**config.mk**
```make
export PLATFORM = sky130hd
export DESIGN_NAME = traffic_light_ctrl
export DESIGN_NICKNAME = d
export VERILOG_FILES = /design/src/rtl/traffic_pkg.sv /design/src/rtl/traffic_light_ctrl_tick_gen.sv /design/src/rtl/traffic_light_ctrl.sv
export SDC_FILE = /design/constraint.sdc
export NUM_CORES = 1
export LEC_CHECK = 0
export ABC_AREA = 1
export CAP_MARGIN = 5
export CORE_ASPECT_RATIO = 0.5
export CORE_MARGIN = 3
export CORE_UTILIZATION = 53
export DETAILED_ROUTE_END_ITERATION = 10
export GPL_ROUTABILITY_DRIVEN = 0
export PLACE_DENSITY_LB_ADDON = 0.05
export SYNTH_ARGS = -nofsm -noshare
export SYNTH_HDL_FRONTEND = slang
export SYNTH_SLANG_ARGS = --single-unit
```
**constraint.sdc**
```tcl
create_clock -name clk -period 1.6 [get_ports clk]
set_input_delay 0.16 -clock clk [delete_from_list [all_inputs] [get_ports clk]]
set_output_delay 0.16 -clock clk [all_outputs]
set_load 0.005 [all_outputs]
```
**src/rtl/traffic_pkg.sv**
```systemverilog
// Shared types and constants for the intersection sequencer.
package traffic_pkg;

  localparam int CNT_W = 4;

  typedef enum logic [2:0] {
    MAIN_G = 3'd0,
    MAIN_Y = 3'd1,
    CLR1   = 3'd2,
    SIDE_G = 3'd3,
    SIDE_Y = 3'd4,
    CLR2   = 3'd5
  } phase_t;

  // Light head encoding {red,yellow,green}
  localparam logic [2:0] LT_RED = 3'b100;
  localparam logic [2:0] LT_YEL = 3'b010;
  localparam logic [2:0] LT_GRN = 3'b001;

  // Light pattern {main,side} shown in a given phase
  function automatic logic [5:0] heads(input phase_t p);
    logic [5:0] h;
    case (p)
      MAIN_G:  h = {LT_GRN, LT_RED};
      MAIN_Y:  h = {LT_YEL, LT_RED};
      SIDE_G:  h = {LT_RED, LT_GRN};
      SIDE_Y:  h = {LT_RED, LT_YEL};
      default: h = {LT_RED, LT_RED};
    endcase
    return h;
  endfunction

endpackage

```
**src/rtl/traffic_light_ctrl_tick_gen.sv**
```systemverilog
// Prescaler: one-cycle strobe every TICK_DIV clocks, on the last count value.
module tick_gen #(
  parameter int unsigned TICK_DIV = 50_000_000
) (
  input  logic clk,
  input  logic rst_n,
  output logic tick
);

  localparam int unsigned PW = $clog2(TICK_DIV);
  localparam logic [PW-1:0] LAST = PW'(TICK_DIV - 1);

  logic [PW-1:0] cnt;

  // Free-running counter 0..TICK_DIV-1
  always_ff @(posedge clk or negedge rst_n) begin
    if (!rst_n) begin
      cnt <= '0;
    end else if (cnt == LAST) begin
      cnt <= '0;
    end else begin
      cnt <= cnt + PW'(1);
    end
  end

  assign tick = (cnt == LAST);

endmodule

```
**src/rtl/traffic_light_ctrl.sv**
```systemverilog
// Two-road intersection sequencer: main road rests on green, side road is
// served after a latched request; drives both heads and a seconds countdown.
import traffic_pkg::*;

module traffic_light_ctrl #(
  parameter int unsigned TICK_DIV = 50_000_000,
  parameter int unsigned T_MAIN_G = 9,
  parameter int unsigned T_SIDE_G = 6,
  parameter int unsigned T_YEL    = 3,
  parameter int unsigned T_CLR    = 1
) (
  input  logic             clk,
  input  logic             rst_n,
  input  logic             side_sense,
  output logic [2:0]       main_light,
  output logic [2:0]       side_light,
  output logic [CNT_W-1:0] count,
  output logic [2:0]       phase,
  output logic             tick
);

  if (TICK_DIV < 2 ||
      T_MAIN_G < 1 || T_MAIN_G > 15 || T_SIDE_G < 1 || T_SIDE_G > 15 ||
      T_YEL < 1 || T_YEL > 15 || T_CLR < 1 || T_CLR > 15) begin : g_param_check
    $error("traffic_light_ctrl: duration must be 1..15 and TICK_DIV >= 2");
  end

  localparam logic [CNT_W-1:0] C_MAIN_G = CNT_W'(T_MAIN_G);
  localparam logic [CNT_W-1:0] C_SIDE_G = CNT_W'(T_SIDE_G);
  localparam logic [CNT_W-1:0] C_YEL    = CNT_W'(T_YEL);
  localparam logic [CNT_W-1:0] C_CLR    = CNT_W'(T_CLR);

  logic             rst_meta;
  logic             rst_sync;
  phase_t           state;
  phase_t           state_n;
  logic [CNT_W-1:0] cnt_n;
  logic             req_q;
  logic             req_n;
  logic [5:0]       heads_n;

  // Reset asserts immediately, releases two clocks later in the clk domain
  always_ff @(posedge clk or negedge rst_n) begin
    if (!rst_n) begin
      rst_meta <= '0;
      rst_sync <= '0;
    end else begin
      rst_meta <= '1;
      rst_sync <= rst_meta;
    end
  end

  tick_gen #(
    .TICK_DIV(TICK_DIV)
  ) u_tick_gen (
    .clk  (clk),
    .rst_n(rst_sync),
    .tick (tick)
  );

  // Next phase, countdown and request latch; lights decoded from next phase
  // so the registered heads change in the same cycle as phase and count.
  always_comb begin
    state_n = state;
    cnt_n   = count;
    if (tick) begin
      if (count > CNT_W'(1)) begin
        cnt_n = count - CNT_W'(1);
      end else begin
        case (state)
          MAIN_G: begin
            // Without a request the main phase rests at count 1
            if (req_q) begin
              state_n = MAIN_Y;
              cnt_n   = C_YEL;
            end
          end
          MAIN_Y: begin
            state_n = CLR1;
            cnt_n   = C_CLR;
          end
          CLR1: begin
            state_n = SIDE_G;
            cnt_n   = C_SIDE_G;
          end
          SIDE_G: begin
            state_n = SIDE_Y;
            cnt_n   = C_YEL;
          end
          SIDE_Y: begin
            state_n = CLR2;
            cnt_n   = C_CLR;
          end
          default: begin
            state_n = MAIN_G;
            cnt_n   = C_MAIN_G;
          end
        endcase
      end
    end
    // Request is consumed on entry to side green; clear beats a new sense
    req_n   = (state_n == SIDE_G && state != SIDE_G) ? 1'b0 : (req_q | side_sense);
    heads_n = heads(state_n);
  end

  // Phase, countdown, request and light registers
  always_ff @(posedge clk or negedge rst_sync) begin
    if (!rst_sync) begin
      state      <= MAIN_G;
      count      <= C_MAIN_G;
      req_q      <= '0;
      main_light <= LT_GRN;
      side_light <= LT_RED;
    end else begin
      state                    <= state_n;
      count                    <= cnt_n;
      req_q                    <= req_n;
      {main_light, side_light} <= heads_n;
    end
  end

  assign phase = state;

endmodule

```
==> impl_metrics.py <==
metrics = {
    "grt": {
        "grt_pass1_wl_um": 10920,
        "grt_usage_pct": 26.41,
        "overflow": 0,
        "grt_max_degree": 41,
        "grt_pass1_vias": 2424,
        "antenna_found_initial": 0,
    },
    "critical_path": {
        "cp.required_ps": 1850,
        "end_kind": "flip-flop",
        "start_kind": "flip-flop",
        "crit_fanout": 5,
        "crit_type": "reg -> reg",
        "critPathArrivalTime_ps": 2100,
    },
    "outcome": {
        "outcome": "complete, but fails checks",
        "violations": "negative setup slack",
    },
    "timing": {
        "finalCritPeriodShare_pct": 115.4,
        "hold_ws_ps": 2.646,
        "report.final.slew_viol_count": 0,
        "setup_ws_ps": -245.8,
        "fmax_mhz": 541.8,
        "skew_ps": 8.082,
        "max-slew-margin-rel_pct": 65.38,
        "timing.final.crit_period_ps": 1846,
        "finalHoldViolCount": 0,
        "rsz0062_at_grt": "yes",
        "setup_viol": 27,
        "max_slew.worst_pin.slew_ps": 513.8,
    },
    "placed_design": {
        "post-place-ws_ps": -205.1,
        "place_hpwl_um": 4379,
        "port_buffers": 16,
    },
    "synthesis": {
        "synth_nets": 312,
        "syn-cell-area_mm2": 0.002397,
        "avgSynthCellArea_um2": 7.834,
        "synth_cells": 306,
        "yosysWarnings": 0,
        "async_flop_share_pct": 100.0,
        "synth_ff_type": "dfrtp_1",
        "yosysSeqAreaShare_pct": 44.05,
        "ys_ff_latch": 42,
        "ys_types": 32,
        "synth_edf_count": 0,
    },
    "power_and_ir_drop": {
        "switchingPower_mw": 0.4260,
        "sequentialPowerShare_pct": 57.7,
        "p_clk_share_pct": 40.8,
        "leakagePower_nw": 1.855,
        "p_int_mw": 1.417,
        "irDropWorstVdd_mv": 0.5256,
        "pwr_density_cell_mw_per_mm2": 503.6,
        "p_comb_share_pct": 1.5,
        "power.total_mw": 1.843,
        "p_sw_share_pct": 23.12,
    },
    "drt": {
        "drt-pass1-iter-count": 7,
        "remaining_drc_errors": 0,
        "drt_wl_total_um": 8991,
        "vias_per_cell": 5.956,
        "wl_per_cell_um": 19.63,
        "first_iter_violations": 217,
        "ant_nets": 0,
        "vias": 2728,
    },
    "worst_hold_path": {
        "worst_hold_path_type": "in -> async",
    },
    "clocking": {
        "insertion_delay_ps": 310,
        "cts_max_path_buffers": 2,
        "cts_tree": "done",
        "h-tree-depth": 2,
        "clkTransAtPathRegs_ps": 80,
        "cts_sinks": 42,
        "cts_root_buffer": "clkbuf_8",
        "numCtsBuffers": 5,
    },
    "die": {
        "die_x_um": 101.1,
        "core-area_mm2": 0.004124,
        "ios": 17,
        "die_h_um": 53.56,
        "rows": 16,
        "initial_core_util_pct": 58.13,
        "die_area_mm2": 0.005415,
    },
    "flow_run": {
        "maxCapViolCount": 0,
    },
    "finish": {
        "fin_nets": 409,
        "fillCellCount": 174,
        "drive_gt1_share_pct": 46.53,
        "areaGrowthSynthToFinish_pct": 52.66,
        "n_antenna_cell": 0,
    },
}
-- cells by family after synthesis --
group                    share of synthesized area (%)
AO/OA/AOI/OAI                                    4.750
XOR/XNOR                                         4.750
adder cells (fa/ha/maj)                          1.566
buffers and inverters                            8.455
flip-flops                                       44.05
other                                           0.1564
AND/OR/NAND/NOR                                  36.27
-- layout make-up --
class | instances | area, um^2 | share of cell area [%]
Multi-Input combinational cell | 211 | 1463 | 39.97
Sequential cell | 42 | 1056 | 28.85
Timing Repair Buffer | 92 | 779.5 | 21.30
Inverter | 51 | 198.9 | 5.436
Clock buffer | 6 | 82.58 | 2.256
Tap cell | 54 | 67.56 | 1.846
Clock inverter | 2 | 12.51 | 0.3419
-- flip-flops by register name, summed over array words and instances, names as in the netlist --
name	cells
count	4
main_light	3
phase	3
rst_meta	1
req_q	1
u_tick_gen.cnt	26
side_light	3
rst_sync	1
-- what timing repair did --
| action | CTS | global route |
|---|---|---|
| buffers inserted | 5 | 15 |
| gates cloned | 0 | 1 |
| resized for setup | 33 | 73 |
| hold buffers | 0 | 0 |
| endpoints found under the setup margin | 28 | 35 |
| pin swaps | 7 | 28 |
-- placed cells by master, fill, tap and decap left out, types with 2 or more instances in the layout --
master / Yosys / layout
nand3_1: 16 / 11
buf_4: 0 / 66
nand4_1: 10 / 10
nor2_4: 4 / 14
o21ai_0: 12 / 6
inv_1: 44 / 35
ha_4: 0 / 3
a21oi_1: 4 / 4
nor3_2: 2 / 6
nor3b_2: 0 / 2
dfrtp_1: 38 / 38
nor2_2: 4 / 6
dfstp_2: 4 / 4
nor2_1: 45 / 33
nand2_1: 57 / 39
inv_4: 0 / 3
nor3_1: 10 / 5
nand2_4: 5 / 8
o21ai_1: 4 / 3
nand2_2: 8 / 23
xor2_1: 10 / 10
nand3_2: 3 / 5
nand3_4: 0 / 3
clkdlybuf4s50_1: 0 / 14
xnor2_1: 3 / 3
buf_6: 0 / 8
inv_2: 6 / 13
clkbuf_8: 0 / 6
o21ai_2: 0 / 6
-- power groups by stage --
stage | Combinational, mW | Sequential (mW) | Clock [mW]
after detailed placement | 0.0280 | 1.08 | 0
after CTS | 0.0280 | 1.06 | 0.741
after global routing | 0.0308 | 1.06 | 0.788
after floorplan | 0.000214 | 1.10 | 0
final | 0.0268 | 1.06 | 0.752
after global placement | 0.0266 | 1.08 | 0
-- synth_stat cells (all sizes together), types with 3 or more instances --
cell type / number / area share (%)
dfstp: 4 / 4.4
nor3: 12 / 2.9
nor2: 54 / 11
ha: 3 / 1.6
nand2: 70 / 13
xor2: 10 / 3.7
a21oi: 4 / 0.84
o21ai: 16 / 3.3
dfrtp: 38 / 40
nand4: 10 / 2.6
nand3: 19 / 4.6
inv: 50 / 7.8
xnor2: 3 / 1.1
-- critical path, stage by stage, from the launching register on --
cell and delay, ps:
dfstp_2 610, inv_2 70, ha_4 190, o21ai_4 240, nand2_1 90, nand2_1 100
nand3_1 100, nand2_2 130, inv_2 70, nand3_2 80, nand2_1 60, inv_1 60
-- metrics by stage --
step	utilization, %	instances	setup TNS, ps	cell area (um^2)
6_report	88.74	458	-3268	3660
5_1_grt	88.74	458	-4541	3660
4_1_cts	79.70	443	-551.2	3287
3_5_place_dp	74.00	430	-1210	3052
3_3_place_gp	74.00	430	-452.6	3052
2_1_floorplan	-	306	0	2414
-- final timing paths --
path                                from                 to  slack [ps]  depth (start not counted)
worst min register to register  rst_sync  u_tick_gen.cnt[9]         310                          1
worst min-delay path               rst_n           rst_sync           3                          1
worst max-delay path            count[0]      side_light[2]        -250                         11
worst max register to register  count[0]      side_light[2]        -250                         11
min in group clk                rst_meta           rst_sync         370                          0
max in group asynchronous       rst_sync           count[0]         910                          1
-- layer usage --
layer / up-vias / part of all wire (%) / global-route usage (%)
met2: 212 / 47 / 46.10
met1: 1288 / 36 / 32.90
met3: 71 / 11 / 5.821
met5: - / 0 / 0
met4: 0 / 5.9 / 9.934
li1: 1157 / - / -
Power figures use the tool's default switching activity.
